File: src/rtl/pong_game_logic_if.sv
// Per-frame control inputs and sprite/score outputs exchanged between the Pong
// engine (slave) and the video/input host (master).
interface pong_game_logic_if;
    logic       frame_tick;
    logic       p1_up;
    logic       p1_down;
    logic       p2_up;
    logic       p2_down;
    logic [9:0] square_xpos;
    logic [9:0] square_ypos;
    logic [9:0] paddle1_xpos;
    logic [9:0] paddle1_ypos;
    logic [9:0] paddle2_xpos;
    logic [9:0] paddle2_ypos;
    logic [3:0] score1;
    logic [3:0] score2;
    logic       game_over;

    modport master (
        output frame_tick, p1_up, p1_down, p2_up, p2_down,
        input  square_xpos, square_ypos, paddle1_xpos, paddle1_ypos,
               paddle2_xpos, paddle2_ypos, score1, score2, game_over
    );

    modport slave (
        input  frame_tick, p1_up, p1_down, p2_up, p2_down,
        output square_xpos, square_ypos, paddle1_xpos, paddle1_ypos,
               paddle2_xpos, paddle2_ypos, score1, score2, game_over
    );
endinterface

File: src/rtl/pong_game_logic.sv
// Frame-rate Pong engine: paddles, ball motion, bounces, scoring and serve/game-over flow.
// Define PONG_AI_PADDLE2_EN to have paddle 2 track the ball instead of following p2 buttons.
//
// state       | meaning
// ------------+-------------------------------------------------------------
// S_SERVE     | ball parked at centre, serve_cnt counts frames until launch
// S_PLAY      | ball moving, bounces and misses evaluated every frame
// S_GAME_OVER | a score reached WIN_SCORE; everything frozen until rst
module pong_game_logic #(
    parameter int unsigned H_VIDEO       = 640,
    parameter int unsigned V_VIDEO       = 480,
    parameter int unsigned SQUARE_WIDTH  = 16,
    parameter int unsigned PADDLE_WIDTH  = 12,
    parameter int unsigned PADDLE_HEIGHT = 96,
    parameter int unsigned PADDLE1_X     = 32,
    parameter int unsigned PADDLE2_X     = 596,
    parameter int unsigned PADDLE_SPEED  = 4,
    parameter int unsigned BALL_SPEED    = 2,
    parameter int unsigned SERVE_FRAMES  = 60,
    parameter int unsigned WIN_SCORE     = 9
) (
    input  logic              clk_0,
    input  logic              rst,
    pong_game_logic_if.slave  bus
);
    localparam logic [10:0] BALL_X0      = 11'((H_VIDEO - SQUARE_WIDTH) / 2);
    localparam logic [10:0] BALL_Y0      = 11'((V_VIDEO - SQUARE_WIDTH) / 2);
    localparam logic [10:0] PADDLE_Y0    = 11'((V_VIDEO - PADDLE_HEIGHT) / 2);
    localparam logic [10:0] PADDLE_Y_MAX = 11'(V_VIDEO - PADDLE_HEIGHT - 1);
    localparam logic [10:0] BALL_Y_MAX   = 11'(V_VIDEO - 1 - SQUARE_WIDTH);
    localparam logic [10:0] X_LAST       = 11'(H_VIDEO - 1);
    localparam logic [10:0] Y_LAST       = 11'(V_VIDEO - 1);
    localparam logic [10:0] SW           = 11'(SQUARE_WIDTH);
    localparam logic [10:0] PH           = 11'(PADDLE_HEIGHT);
    localparam logic [10:0] P1_FACE      = 11'(PADDLE1_X + PADDLE_WIDTH);
    localparam logic [10:0] P2_FACE      = 11'(PADDLE2_X);
    localparam logic [10:0] PSPD         = 11'(PADDLE_SPEED);
    localparam logic [10:0] BSPD         = 11'(BALL_SPEED);
    localparam int          CNT_W        = $clog2(SERVE_FRAMES + 1);
    localparam logic [CNT_W-1:0] SERVE_LAST = CNT_W'(SERVE_FRAMES - 1);

    typedef enum logic [1:0] {S_SERVE, S_PLAY, S_GAME_OVER} state_t;

    state_t           state;
    logic [9:0]       ball_x, ball_y, paddle1_y, paddle2_y;
    logic             dx_pos, dy_pos;
    logic [3:0]       score1, score2;
    logic             game_over_r;
    logic [CNT_W-1:0] serve_cnt;

    logic [10:0] bx, by, p1e, p2e;
    logic [9:0]  nx, ny, p1_next, p2_next;
    logic        ndx, ndy, ov1, ov2, miss_r, miss_l;
    logic [3:0]  score1_inc, score2_inc;

    function automatic logic [9:0] paddle_move(input logic [9:0] y, input logic up,
                                               input logic dn);
        logic [10:0] ye;
        logic [9:0]  r;
        ye = {1'b0, y};
        r  = y;
        if (up && !dn)
            r = (ye < PSPD) ? 10'd0 : 10'(ye - PSPD);
        else if (dn && !up)
            r = (ye + PSPD > PADDLE_Y_MAX) ? 10'(PADDLE_Y_MAX) : 10'(ye + PSPD);
        return r;
    endfunction

`ifdef PONG_AI_PADDLE2_EN
    logic [10:0] ball_c, pad_c;
    logic        ai_up, ai_dn;
    always_comb begin
        ball_c  = {1'b0, ball_y} + 11'(SQUARE_WIDTH / 2);
        pad_c   = {1'b0, paddle2_y} + 11'(PADDLE_HEIGHT / 2);
        ai_dn   = ball_c >= pad_c + PSPD;
        ai_up   = pad_c >= ball_c + PSPD;
        p2_next = paddle_move(paddle2_y, ai_up, ai_dn);
    end
`else
    always_comb p2_next = paddle_move(paddle2_y, bus.p2_up, bus.p2_down);
`endif

    always_comb begin
        bx         = {1'b0, ball_x};
        by         = {1'b0, ball_y};
        p1e        = {1'b0, paddle1_y};
        p2e        = {1'b0, paddle2_y};
        p1_next    = paddle_move(paddle1_y, bus.p1_up, bus.p1_down);
        score1_inc = score1 + 4'd1;
        score2_inc = score2 + 4'd1;
        // Overlap is tested against the paddle positions from before this frame.
        ov1        = (by <= p1e + PH) && (by + SW >= p1e);
        ov2        = (by <= p2e + PH) && (by + SW >= p2e);

        ny  = ball_y;
        ndy = dy_pos;
        if (!dy_pos && by < BSPD) begin
            ny  = 10'd0;
            ndy = 1'b1;
        end else if (dy_pos && (by + SW + BSPD > Y_LAST)) begin
            ny  = 10'(BALL_Y_MAX);
            ndy = 1'b0;
        end else if (dy_pos) begin
            ny = 10'(by + BSPD);
        end else begin
            ny = 10'(by - BSPD);
        end

        nx     = ball_x;
        ndx    = dx_pos;
        miss_r = 1'b0;
        miss_l = 1'b0;
        if (dx_pos) begin
            if ((bx + SW < P2_FACE) && (bx + SW + BSPD >= P2_FACE) && ov2) begin
                nx  = 10'(P2_FACE - 11'd1 - SW);
                ndx = 1'b0;
            end else if (bx + SW + BSPD > X_LAST) begin
                miss_r = 1'b1;
            end else begin
                nx = 10'(bx + BSPD);
            end
        end else begin
            if ((bx > P1_FACE) && (bx - BSPD <= P1_FACE) && ov1) begin
                nx  = 10'(P1_FACE + 11'd1);
                ndx = 1'b1;
            end else if (bx < BSPD) begin
                miss_l = 1'b1;
            end else begin
                nx = 10'(bx - BSPD);
            end
        end
    end

    always_ff @(posedge clk_0) begin
        if (!rst) begin
            state       <= S_SERVE;
            ball_x      <= 10'(BALL_X0);
            ball_y      <= 10'(BALL_Y0);
            paddle1_y   <= 10'(PADDLE_Y0);
            paddle2_y   <= 10'(PADDLE_Y0);
            dx_pos      <= 1'b1;
            dy_pos      <= 1'b1;
            score1      <= 4'd0;
            score2      <= 4'd0;
            game_over_r <= 1'b0;
            serve_cnt   <= '0;
        end else if (bus.frame_tick) begin
            case (state)
                S_SERVE: begin
                    paddle1_y <= p1_next;
                    paddle2_y <= p2_next;
                    if (serve_cnt == SERVE_LAST) begin
                        state     <= S_PLAY;
                        serve_cnt <= '0;
                    end else begin
                        serve_cnt <= serve_cnt + CNT_W'(1);
                    end
                end
                S_PLAY: begin
                    paddle1_y <= p1_next;
                    paddle2_y <= p2_next;
                    if (miss_r || miss_l) begin
                        ball_x <= 10'(BALL_X0);
                        ball_y <= 10'(BALL_Y0);
                        // Next serve heads toward whoever just conceded.
                        dx_pos <= miss_r;
                        dy_pos <= !dy_pos;
                        if (miss_r) score1 <= score1_inc;
                        else        score2 <= score2_inc;
                        if ((miss_r && score1_inc == 4'(WIN_SCORE)) ||
                            (miss_l && score2_inc == 4'(WIN_SCORE))) begin
                            state       <= S_GAME_OVER;
                            game_over_r <= 1'b1;
                        end else begin
                            state <= S_SERVE;
                        end
                    end else begin
                        ball_x <= nx;
                        ball_y <= ny;
                        dx_pos <= ndx;
                        dy_pos <= ndy;
                    end
                end
                S_GAME_OVER: ;
                default: state <= S_SERVE;
            endcase
        end
    end

    assign bus.square_xpos  = ball_x;
    assign bus.square_ypos  = ball_y;
    assign bus.paddle1_xpos = 10'(PADDLE1_X);
    assign bus.paddle1_ypos = paddle1_y;
    assign bus.paddle2_xpos = 10'(PADDLE2_X);
    assign bus.paddle2_ypos = paddle2_y;
    assign bus.score1       = score1;
    assign bus.score2       = score2;
    assign bus.game_over    = game_over_r;
endmodule

File: src/flat_wrapper.sv
// flat-port wrapper written by rule: the top's interface ports become plain ports
module pong_game_logic_flat 
#(
    parameter int unsigned H_VIDEO       = 640,
    parameter int unsigned V_VIDEO       = 480,
    parameter int unsigned SQUARE_WIDTH  = 16,
    parameter int unsigned PADDLE_WIDTH  = 12,
    parameter int unsigned PADDLE_HEIGHT = 96,
    parameter int unsigned PADDLE1_X     = 32,
    parameter int unsigned PADDLE2_X     = 596,
    parameter int unsigned PADDLE_SPEED  = 4,
    parameter int unsigned BALL_SPEED    = 2,
    parameter int unsigned SERVE_FRAMES  = 60,
    parameter int unsigned WIN_SCORE     = 9
)
  (clk_0, rst, bus_frame_tick, bus_p1_up, bus_p1_down, bus_p2_up, bus_p2_down, bus_square_xpos, bus_square_ypos, bus_paddle1_xpos, bus_paddle1_ypos, bus_paddle2_xpos, bus_paddle2_ypos, bus_score1, bus_score2, bus_game_over);
  pong_game_logic_if bus_i ();
  input  logic clk_0;
  input  logic rst;
  input wire logic [$bits(bus_i.frame_tick)-1:0] bus_frame_tick;
  input wire logic [$bits(bus_i.p1_up)-1:0] bus_p1_up;
  input wire logic [$bits(bus_i.p1_down)-1:0] bus_p1_down;
  input wire logic [$bits(bus_i.p2_up)-1:0] bus_p2_up;
  input wire logic [$bits(bus_i.p2_down)-1:0] bus_p2_down;
  output wire logic [$bits(bus_i.square_xpos)-1:0] bus_square_xpos;
  output wire logic [$bits(bus_i.square_ypos)-1:0] bus_square_ypos;
  output wire logic [$bits(bus_i.paddle1_xpos)-1:0] bus_paddle1_xpos;
  output wire logic [$bits(bus_i.paddle1_ypos)-1:0] bus_paddle1_ypos;
  output wire logic [$bits(bus_i.paddle2_xpos)-1:0] bus_paddle2_xpos;
  output wire logic [$bits(bus_i.paddle2_ypos)-1:0] bus_paddle2_ypos;
  output wire logic [$bits(bus_i.score1)-1:0] bus_score1;
  output wire logic [$bits(bus_i.score2)-1:0] bus_score2;
  output wire logic [$bits(bus_i.game_over)-1:0] bus_game_over;
  assign bus_i.frame_tick = bus_frame_tick;
  assign bus_i.p1_up = bus_p1_up;
  assign bus_i.p1_down = bus_p1_down;
  assign bus_i.p2_up = bus_p2_up;
  assign bus_i.p2_down = bus_p2_down;
  assign bus_square_xpos = bus_i.square_xpos;
  assign bus_square_ypos = bus_i.square_ypos;
  assign bus_paddle1_xpos = bus_i.paddle1_xpos;
  assign bus_paddle1_ypos = bus_i.paddle1_ypos;
  assign bus_paddle2_xpos = bus_i.paddle2_xpos;
  assign bus_paddle2_ypos = bus_i.paddle2_ypos;
  assign bus_score1 = bus_i.score1;
  assign bus_score2 = bus_i.score2;
  assign bus_game_over = bus_i.game_over;
  pong_game_logic #(.H_VIDEO(H_VIDEO), .V_VIDEO(V_VIDEO), .SQUARE_WIDTH(SQUARE_WIDTH), .PADDLE_WIDTH(PADDLE_WIDTH), .PADDLE_HEIGHT(PADDLE_HEIGHT), .PADDLE1_X(PADDLE1_X), .PADDLE2_X(PADDLE2_X), .PADDLE_SPEED(PADDLE_SPEED), .BALL_SPEED(BALL_SPEED), .SERVE_FRAMES(SERVE_FRAMES), .WIN_SCORE(WIN_SCORE)) u_core (.clk_0(clk_0), .rst(rst), .bus(bus_i));
endmodule
File: config.mk
export PLATFORM = sky130hd
export DESIGN_NAME = pong_game_logic_flat
export DESIGN_NICKNAME = d
export VERILOG_FILES = /design/src/rtl/pong_game_logic_if.sv /design/src/rtl/pong_game_logic.sv /design/src/flat_wrapper.sv
export SDC_FILE = /design/constraint.sdc
export NUM_CORES = 1
export LEC_CHECK = 0
export CORE_MARGIN = 2
export CORE_UTILIZATION = 40
export CTS_BUF_LIST = sky130_fd_sc_hd__clkbuf_2
export DETAILED_ROUTE_END_ITERATION = 8
export PLACE_DENSITY_LB_ADDON = 0.3
export SLEW_MARGIN = 30
export SYNTH_ARGS = -nofsm -noshare
export SYNTH_HDL_FRONTEND = slang
export SYNTH_SLANG_ARGS = --single-unit
File: constraint.sdc
create_clock -name clk_0 -period 5.14 [get_ports clk_0]
set_input_delay 0.514 -clock clk_0 [delete_from_list [all_inputs] [get_ports clk_0]]
set_output_delay 0.514 -clock clk_0 [all_outputs]
set_load 0.02 [all_outputs]
==> summary.txt, run 1 <==
Status
  • Status: completed

Yosys
  • Sequential area share after synthesis: a little under a fifth
  • Top area cells in the synthesized netlist: dfxtp_1 19%, ha_1 14%, a21oi_1 5.1%, o21ai_0 4.4%, nand2_1 3.8%
  • Post-synth EDFFs: 0
  • Synth Instances: about 800
  • Most common library cells after synthesis: 65 x ha_1, 61 x a21oi_1, 61 x nand2_1
  • Post-synth ARST share: 0%
  • Largest area contributor in the netlist: dfxtp_1
  • Avg Inst Size Synth: approximately 7.5 um2
  • Ys Warns: 0
  • Count leader, synth: ha_1
  • Post-synthesis cell type count: between 80 and 90
  • Top_reg_cell synth: dfxtp_1
  • Synth Cell Area: 5960 um2
  • Synth top area share: between 10% and 20%
  • Yosys reg bits: 57

Power
  • Cell-internal power: slightly above 0.6 mW
  • Switching Fraction: between 30% and 40%
  • Combinational group share of total power: 24.8%
  • Clock power share: 26.3%
  • P per Cell Area: between 150 and 200 nW/um2
  • Peak VDD IR: about 0.086 mV
  • Sequential power share: between 40% and 50%
  • Net Switching: approximately 0.38 mW
  • Lkg Pwr: between 2 and 3 nW

Clocking
  • TritonCTS Buffers: 9
  • Post-CTS setup buffers: 0
  • Post_cts resized: 0
  • Clk sinks: between 50 and 60
  • H-tree levels: 3
  • Hold_buf cts: 0
  • Worst-path clk slew: 0.21 ns
  • Clock tree buffer depth: 2
  • Latest clock arrival within the worst-skew pair: 0.53 ns
  • CTS tree: yes
  • CTS root buf: clkbuf_2

Finish
  • Share of cells above drive strength 1: about 5.2%
  • Fillers: between 1500 and 2000
  • Nets@finish: a little under 900
  • Post-route cell area: 6530 um2
  • # diodes: 0
  • Layout Area Growth over Synthesis: 9.55%

Global routing
  • Pin count of the biggest net entering global routing: 28
  • Initial antenna violation count: 0
  • Vias in the first global route: ~5300
  • Gr ovfl total: 0
  • First-pass GRT wire length: ~27000 um
  • Total track usage: about a fifth

Place
  • Number of port buffers: 55
  • Placement-stage cell area: approximately 6400 um2
  • Placer Congestion: ~0.9
  • Detail Placement HPWL: around 12000 um

Floorplan
  • IO Pins: 76
  • Starting density of the core: 41.0%
  • Core footprint: 14500 um2
  • Die H: roughly 130 um
  • Row cnt: 44
  • DIE WIDTH: approximately 130 um
  • Die area: around 16000 um2

Critical path
  • Crit path cell chain: inv_1 -> ha_1 -> ha_1 -> and3_1 -> a21oi_1 -> o221ai_1 -> nand3_1 -> o21ai_4 -> nor2_2 -> nor3b_4 -> o221ai_2
  • CP arrival: about 4.3 ns
  • Worst setup SP type: register
  • CP most frequent cell: ha_1
  • CP Capture Type: register
  • Crit path max fanout: 16
  • Worst path required time: about 5.5 ns
  • Slowest stage cell, crit path: dfxtp_1
  • Setup CP Type: reg -> reg
  • Max incr delay on CP: around 0.7 ns

Timing
  • Worst Skew: 0.0327 ns
  • Final setup violation count: 0
  • Worst slew margin: a little under two fifths
  • Slew @ Worst Pin: ~0.94 ns
  • Final Critical Period: 3.87 ns
  • Final hold vios: 0
  • Period Utilization, post-route: 75.4%
  • Final setup TNS: 0 ns
  • Max Fclk: 258 MHz
  • Slew Viols, Final: 0
  • RSZ-0062 raised after global routing: false

Worst hold path
  • Min-delay worst type: in -> reg

Detailed routing
  • Wire length per cell: about 16 um
  • Via count: 5775
  • Routed WL: around 16000 um
  • DR pass1 iterations: 5
  • DR iter-0 viols: ~500
  • Vias/cell: roughly 5.7
  • Antenna viol nets, final: 0
  • DRC Markers: 0

Flow run
  • Max-Cap Viols: 0
==> cell type report <==
cell class	count	area, um2	share of cell area, %
multi-input cells	641	4320	66.1
flip-flops and latches	57	1140	17.5
repair buffers	57	561	8.59
well taps	184	230	3.53
inverters	52	195	2.99
clock buffers	10	50.0	0.767
clock inverters	6	35.0	0.537
==> metrics by stage <==
stage               worst slack, ns  cells  hold WS (ns)  total power, mW  util [%]
floorplan                      1.90    816         0.474            0.682         -
global placement               1.39    991         0.471            0.742      44.4
detailed placement             1.36    991         0.469            0.743      44.4
CTS                            1.30   1007         0.512             1.01      45.0
global route                  0.947   1007         0.424             1.06      44.9
finish                         1.27   1007         0.421            0.998      44.9
==> kinds of logic after synthesis <==
family / share of synthesized area (%)
compound gates: 26.1
xor+xnor: 4.98
fa+ha+maj: 13.6
buf+inv: 9.55
flops: 19.1
mux: 0.672
other cells: 0.126
simple gates: 25.8
==> registers in the layout, summed over array words and instances (netlist names) <==
| register | count |
|---|---|
| u_core.bus.paddle1_ypos | 9 |
| u_core.bus.paddle2_ypos | 9 |
| u_core.bus.score1 | 4 |
| u_core.bus.square_ypos | 10 |
| u_core.bus.game_over | 1 |
| u_core.dy_pos | 1 |
| u_core.dx_pos | 1 |
| u_core.bus.square_xpos | 10 |
| u_core.state | 2 |
| u_core.serve_cnt | 6 |
| u_core.bus.score2 | 4 |
==> layout by cell type, fill, tap and decap left out, types with 6 or more instances in the layout <==
master / n
a31oi_1: 14
o211ai_1: 11
a21oi_1: 61
nor4_1: 11
nor3_1: 19
and4_1: 6
inv_1: 50
nand2_1: 61
nand3_1: 33
o21a_1: 10
xor2_1: 11
and3_1: 6
and2_1: 17
nand4_1: 19
conb_1: 20
nor2_1: 58
or3_1: 7
clkbuf_2: 10
nand2b_1: 10
a21boi_0: 7
dfxtp_1: 57
xnor2_1: 21
clkdlybuf4s50_1: 54
ha_1: 65
nor2b_1: 9
o21ai_0: 52
==> per-layer routing <==
metal | track usage (%) | routed length (um) | up-vias
met3 | 2.68 | 746 | 16
li1 | - | - | 2908
met2 | 32.9 | 7550 | 164
met4 | 6.01 | 197 | 0
met1 | 27.9 | 7680 | 2687
met5 | 0 | 0 | -
==> power by group through the flow <==
stage	Clock, mW	Sequential, mW	Combinational (mW)
3_3_place_gp	0	0.496	0.246
3_5_place_dp	0	0.496	0.246
4_1_cts	0.272	0.487	0.247
5_1_grt	0.288	0.491	0.279
2_1_floorplan	0	0.490	0.193
6_report	0.262	0.488	0.248
==> critical path, delay by kind of cell (launching register included) <==
family | cells | cell delay (ns)
adders and majority gates | 2 | 0.77
DFF | 1 | 0.71
and+or+nand+nor | 4 | 1.06
AOI/OAI and AO/OA | 4 | 0.90
buffers and inverters | 1 | 0.28
==> worst paths after layout <==
check / from / to / cells after the start / slack, ns
setup reg to reg: u_core.bus.square_ypos[4]$_SDFFE_PN0P_ / u_core.bus.square_ypos[3]$_SDFFE_PN1P_ / 11 / 1.27
hold / removal: rst / u_core.dy_pos$_SDFFE_PN1P_ / 2 / 0.42
hold reg to reg: u_core.bus.game_over$_SDFFE_PN0P_ / u_core.bus.game_over$_SDFFE_PN0P_ / 1 / 0.50
setup / recovery: u_core.bus.square_ypos[4]$_SDFFE_PN0P_ / u_core.bus.square_ypos[3]$_SDFFE_PN1P_ / 11 / 1.27
Power figures use the tool's default switching activity.
==> run 2, diff against run 1 <==
- clock period: 5.14 -> 3.7 ns (I/O delays scaled with it)
==> run 2 against run 1 <==
Effect of this change:
- clock-buffer cell count is the same
- core utilization rose by 1.6 points
- clock power grew 67%
- worst setup slack got worse by 0.95 ns
- sequential share of layout area shrank 0.60 points
- wire length increased by 3.7%
- largest power group unchanged
- register-to-register slack lost 0.95 ns
- first-iteration DRC count is 2.2% higher
- sequential power grew 35%
- clock skew increased by 0.018 ns
- critical path type unchanged
==> summary.txt, run 2 (synthesis results as in run 1) <==
Status
  • Status: completed

Floorplan
  • Row cnt: between 40 and 50
  • Die area: around 16000 um2
  • Die H: between 100 and 150 um
  • Starting density of the core: between 40% and 50%
  • IO Pins: 76
  • DIE WIDTH: 126 um
  • Core footprint: 14500 um2

Clocking
  • Post_cts resized: 0
  • Hold_buf cts: 0
  • Latest clock arrival within the worst-skew pair: 0.59 ns
  • TritonCTS Buffers: 9
  • H-tree levels: 3
  • CTS tree: yes
  • Worst-path clk slew: roughly 0.23 ns
  • CTS root buf: clkbuf_2
  • Post-CTS setup buffers: 0
  • Clk sinks: 57
  • Clock tree buffer depth: 2

Critical path
  • Max incr delay on CP: 0.56 ns
  • Worst path required time: approximately 4.2 ns
  • Setup CP Type: reg -> reg
  • Buf/Inv on CP: 1
  • CP arrival: about 3.9 ns
  • Crit path max fanout: 8
  • CP Capture Type: register
  • Crit path cell chain: inv_1 -> ha_1 -> and4b_1 -> nand3_1 -> nor4bb_1 -> o21ai_0 -> a31oi_1 -> o211ai_2 -> or3b_1 -> a21oi_2 -> o21a_1
  • Family with the most delay on the worst path: compound AO/OA/AOI/OAI gates
  • Worst setup SP type: register
  • Slowest stage cell, crit path: dfxtp_1

Power
  • Total power draw: 1.48 mW
  • Peak VDD IR: about 0.18 mV
  • P per Cell Area: 218 nW/um2
  • Lkg Pwr: between 2 and 3 nW

Detailed routing
  • Wire length per cell: ~16 um
  • Via count: between 5000 and 6000
  • Routed WL: 16800 um
  • DR pass1 iterations: 5
  • Antenna viol nets, final: 0
  • DR iter-0 viols: 504
  • Vias/cell: ~5.8
  • DRC Markers: 0

Place
  • Number of port buffers: 55
  • Placer Congestion: roughly 0.90
  • Detail Placement HPWL: ~13000 um

Timing
  • Max Fclk: ~300 MHz
  • Worst Skew: between 0.05 and 0.06 ns
  • Final hold vios: 0
  • Hold WS: 0.505 ns
  • Final Critical Period: around 3.4 ns
  • Final setup TNS: 0 ns
  • Slew @ Worst Pin: approximately 0.7 ns
  • Final setup violation count: 0
  • Slew Viols, Final: 0
  • Period Utilization, post-route: between 90% and 100%
  • RSZ-0062 raised after global routing: false
  • Worst slew margin: between 50% and 60%

Finish
  • # diodes: 0
  • Share of cells above drive strength 1: about 8%
  • Nets@finish: ~920
  • Most frequent cells in the layout: 65 x ha_1, 61 x nand2_1, 61 x a21oi_1
  • Most common cell after layout, fill and taps aside: ha_1
  • Layout Area Growth over Synthesis: 13.4%

Global routing
  • Total track usage: a little over a fifth
  • Gr ovfl total: 0
  • Pin count of the biggest net entering global routing: 26
  • Initial antenna violation count: 0
  • Vias in the first global route: approximately 5500
  • First-pass GRT wire length: roughly 27000 um

Flow run
  • Max-Cap Viols: 0

Worst hold path
  • Min-delay worst type: reg -> reg
[run 2: cell types whose count changed in the layout (fill, tap and decap cells not counted), sizes merged]
cell           previous run  this run
clkdlybuf4s50            54        55
bufinv                    0         1
buf                       3        29
clkinv                    6         5
[run 2: worst paths after layout]
kind / slack, ns / depth (start not counted) / endpoint / from
setup / recovery: 0.31 / 11 / u_core.state[1]$_SDFFE_PN0P_ / u_core.bus.square_xpos[5]$_SDFFE_PN1P_
hold / removal: 0.51 / 1 / u_core.bus.game_over$_SDFFE_PN0P_ / u_core.bus.game_over$_SDFFE_PN0P_
setup reg to reg: 0.31 / 11 / u_core.state[1]$_SDFFE_PN0P_ / u_core.bus.square_xpos[5]$_SDFFE_PN1P_
hold reg to reg: 0.51 / 1 / u_core.bus.game_over$_SDFFE_PN0P_ / u_core.bus.game_over$_SDFFE_PN0P_
[run 2: area by class of cell]
cell class              count  area [um2]
well taps                 184         230
clock inverters             6        58.8
flip-flops and latches     57        1140
fillers                  1500        7770
clock buffers              10        50.0
repair buffers             84         768
inverters                  52         195
multi-input cells         641        4320
[run 2: per-layer routing]
layer / vias to the layer above / routed length [um] / GRT usage [%]
met5: - / 0 / 0
met3: 35 / 746 / 2.46
met2: 182 / 7500 / 31.6
met4: 0 / 463 / 9.63
li1: 2964 / - / -
met1: 2795 / 8070 / 29.8
[run 2: metrics by stage]
| stage | setup slack (ns) | instances | util [%] | cell area, um2 |
|---|---|---|---|---|
| global placement | 0.386 | 1018 | 45.8 | 6650 |
| finish | 0.314 | 1034 | 46.5 | 6760 |
| floorplan | 0.459 | 816 | - | 6030 |
| global route | 0.0602 | 1034 | 46.5 | 6760 |
| CTS | 0.338 | 1034 | 46.5 | 6760 |
| detailed placement | 0.428 | 1018 | 45.8 | 6650 |
[run 2: power by group]
group          internal [mW]  total, mW  switching (mW)
clock                  0.154      0.437           0.283
combinational          0.150      0.380           0.230
sequential             0.632      0.659          0.0275
total                  0.936       1.48           0.540
==> run 3, diff against run 2 <==
- DONT_BUFFER_PORTS: not set -> 1
- SKIP_LAST_GASP: not set -> 1
==> run 3 against run 2 <==
Effect of this change:
- core utilization down 2.8 points
- worst setup slack better by 0.019 ns
- clock skew down 0.023 ns
- fmax up 0.56%
- worst hold slack worse by 0.45 ns
- total power up 3.2%
- cell area down 6.1%
- cell count down 4.2%
- first-iteration DRC count down 35%
- clock-buffer cell count down 1
- sequential cell count unchanged
- critical path depth unchanged
- critical path type unchanged
==> summary.txt, run 3 (synthesis results as in run 1) <==
Status
  • Status: completed

Clocking
  • Worst-path clk slew: ~0.18 ns
  • Post-CTS setup buffers: 0
  • Latest clock arrival within the worst-skew pair: around 0.55 ns
  • Clk sinks: between 50 and 60
  • TritonCTS Buffers: 9
  • Clock tree buffer depth: 2
  • H-tree levels: 3
  • CTS tree: yes
  • CTS root buf: clkbuf_2
  • Post_cts resized: 0

Finish
  • Footprint of the multi-input gates: between 4000 and 5000 um2
  • Fillers: approximately 1500
  • Share of cells above drive strength 1: around a tenth
  • Layout Area Growth over Synthesis: 6.49%
  • Nets@finish: just under 900
  • Sequential Area: roughly 1100 um2
  • # diodes: 0
  • Most common cell after layout, fill and taps aside: ha_1
  • Most frequent cells in the layout: 65 x ha_1, 61 x nand2_1, 61 x a21oi_1

Flow run
  • Max-Cap Viols: 0

Power
  • P per Cell Area: about 240 nW/um2
  • Peak VDD IR: 0.164 mV
  • Lkg Pwr: approximately 2.5 nW

Detailed routing
  • Routed WL: ~17000 um
  • DR pass1 iterations: 7
  • Vias/cell: slightly below 6
  • DRT met1 WL: 7870 um
  • DR iter-0 viols: 330
  • Via count: 5776
  • Metal3 WL: approximately 780 um
  • Top Layer Used: met4
  • Antenna viol nets, final: 0
  • DRC Markers: 0
  • Wire length per cell: around 17 um
  • Met2 Wirelength: ~8000 um

Critical path
  • Worst setup SP type: register
  • Worst path required time: about 4.2 ns
  • Setup CP Type: reg -> reg
  • Flop-to-flop setup slack: 0.33 ns
  • CP Capture Type: register
  • R2R cell count: 11
  • RR Startpoint: u_core.bus.square_xpos[5]$_SDFFE_PN1P_
  • Crit path max fanout: 14
  • CP arrival: a little under 4 ns
  • Worst r2r dst: u_core.state[1]$_SDFFE_PN0P_

Floorplan
  • Die H: approximately 130 um
  • Starting density of the core: between 40% and 50%
  • Core footprint: approximately 15000 um2
  • Die area: around 16000 um2
  • IO Pins: 76
  • Row cnt: 44
  • DIE WIDTH: ~130 um

Timing
  • Worst slew margin: 42.4%
  • Final Critical Period: between 3 and 4 ns
  • Max Fclk: about 300 MHz
  • Setup ws final: 0.332 ns
  • Period Utilization, post-route: between 90% and 100%
  • RSZ-0062 raised after global routing: false
  • Slew @ Worst Pin: approximately 0.86 ns
  • Slew Viols, Final: 0
  • Final setup violation count: 0
  • Final setup TNS: 0 ns
  • Worst Skew: roughly 0.028 ns
  • Final hold vios: 0

Place
  • Placer Congestion: ~0.93
  • Detail Placement HPWL: ~13000 um
  • Pre-CTS setup slack: around 0.37 ns
  • Number of port buffers: 0

Global routing
  • Pin count of the biggest net entering global routing: 37
  • Gr ovfl total: 0
  • Vias in the first global route: 5391
  • Initial antenna violation count: 0
  • First-pass GRT wire length: ~28000 um
  • Total track usage: between 20% and 30%

Worst hold path
  • Hold Path Depth: 2
  • Min-delay worst type: in -> reg
  • Worst hold start: bus_frame_tick
  • Worst Hold Endpoint: u_core.state[0]$_SDFFE_PN0P_
[run 3: how the worst max path moves through the flow]
stage / startpoint / to / slack (ns) / depth (start not counted)
2_1_floorplan: u_core.bus.square_ypos[4]$_SDFFE_PN0P_ / u_core.bus.square_xpos[6]$_SDFFE_PN0P_ / 0.46 / 13
3_3_place_gp: u_core.bus.square_ypos[4]$_SDFFE_PN0P_ / u_core.bus.square_xpos[6]$_SDFFE_PN0P_ / 0.44 / 12
3_5_place_dp: u_core.bus.square_ypos[4]$_SDFFE_PN0P_ / u_core.bus.square_xpos[9]$_SDFFE_PN0P_ / 0.37 / 12
4_1_cts: u_core.bus.square_ypos[4]$_SDFFE_PN0P_ / u_core.bus.square_xpos[9]$_SDFFE_PN0P_ / 0.37 / 12
5_1_grt: u_core.bus.square_ypos[4]$_SDFFE_PN0P_ / u_core.bus.square_ypos[4]$_SDFFE_PN0P_ / 0.08 / 11
6_report: u_core.bus.square_xpos[5]$_SDFFE_PN1P_ / u_core.state[1]$_SDFFE_PN0P_ / 0.33 / 11
[run 3: routing by layer]
layer | GRT usage [%] | vias up
met4 | 5.88 | 0
met1 | 29.2 | 2728
met3 | 4.29 | 20
met5 | 0 | -
li1 | - | 2872
met2 | 33.9 | 156
[run 3: per-stage QoR]
step	power (mW)	std cells	hold WS [ns]	utilization (%)	cell area (um2)
global placement	1.01	974	0.466	42.5	6180
CTS	1.54	991	0.0189	43.6	6340
finish	1.52	991	0.0539	43.7	6350
global route	1.62	991	0.0269	43.7	6350
detailed placement	1.01	974	0.468	42.5	6180
floorplan	0.948	816	0.474	-	6030
[run 3: repair_timing]
action | in CTS | in global routing
hold buffers | 1 | 0
endpoints found under the hold margin | 38 | 0
endpoints found under the setup margin | 0 | 0
[run 3: worst max-delay path: stages, from the launching register on]
cell and delay [ns]:
dfxtp_1 0.37, buf_4 0.23, ha_1 0.32, xor2_1 0.32
nand3_1 0.15, nor4bb_1 0.29, o21ai_0 0.16, a31oi_1 0.47
o211ai_2 0.27, or3b_1 0.44, a21oi_2 0.17, o21a_1 0.15
[run 3: power by group]
group	total (mW)	switching, mW	internal, mW
Clock	0.511	0.288	0.223
Sequential	0.647	0.0154	0.632
Combinational	0.365	0.236	0.129
[run 3: layout make-up]
cell class / instances / area share (%)
inverter: 52 / 3.08
clock inverter: 7 / 1.50
sequential: 57 / 18.0
multi-input combinational: 641 / 68.1
timing repair buffer: 41 / 5.05
clock buffer: 9 / 0.710
tap: 184 / 3.63
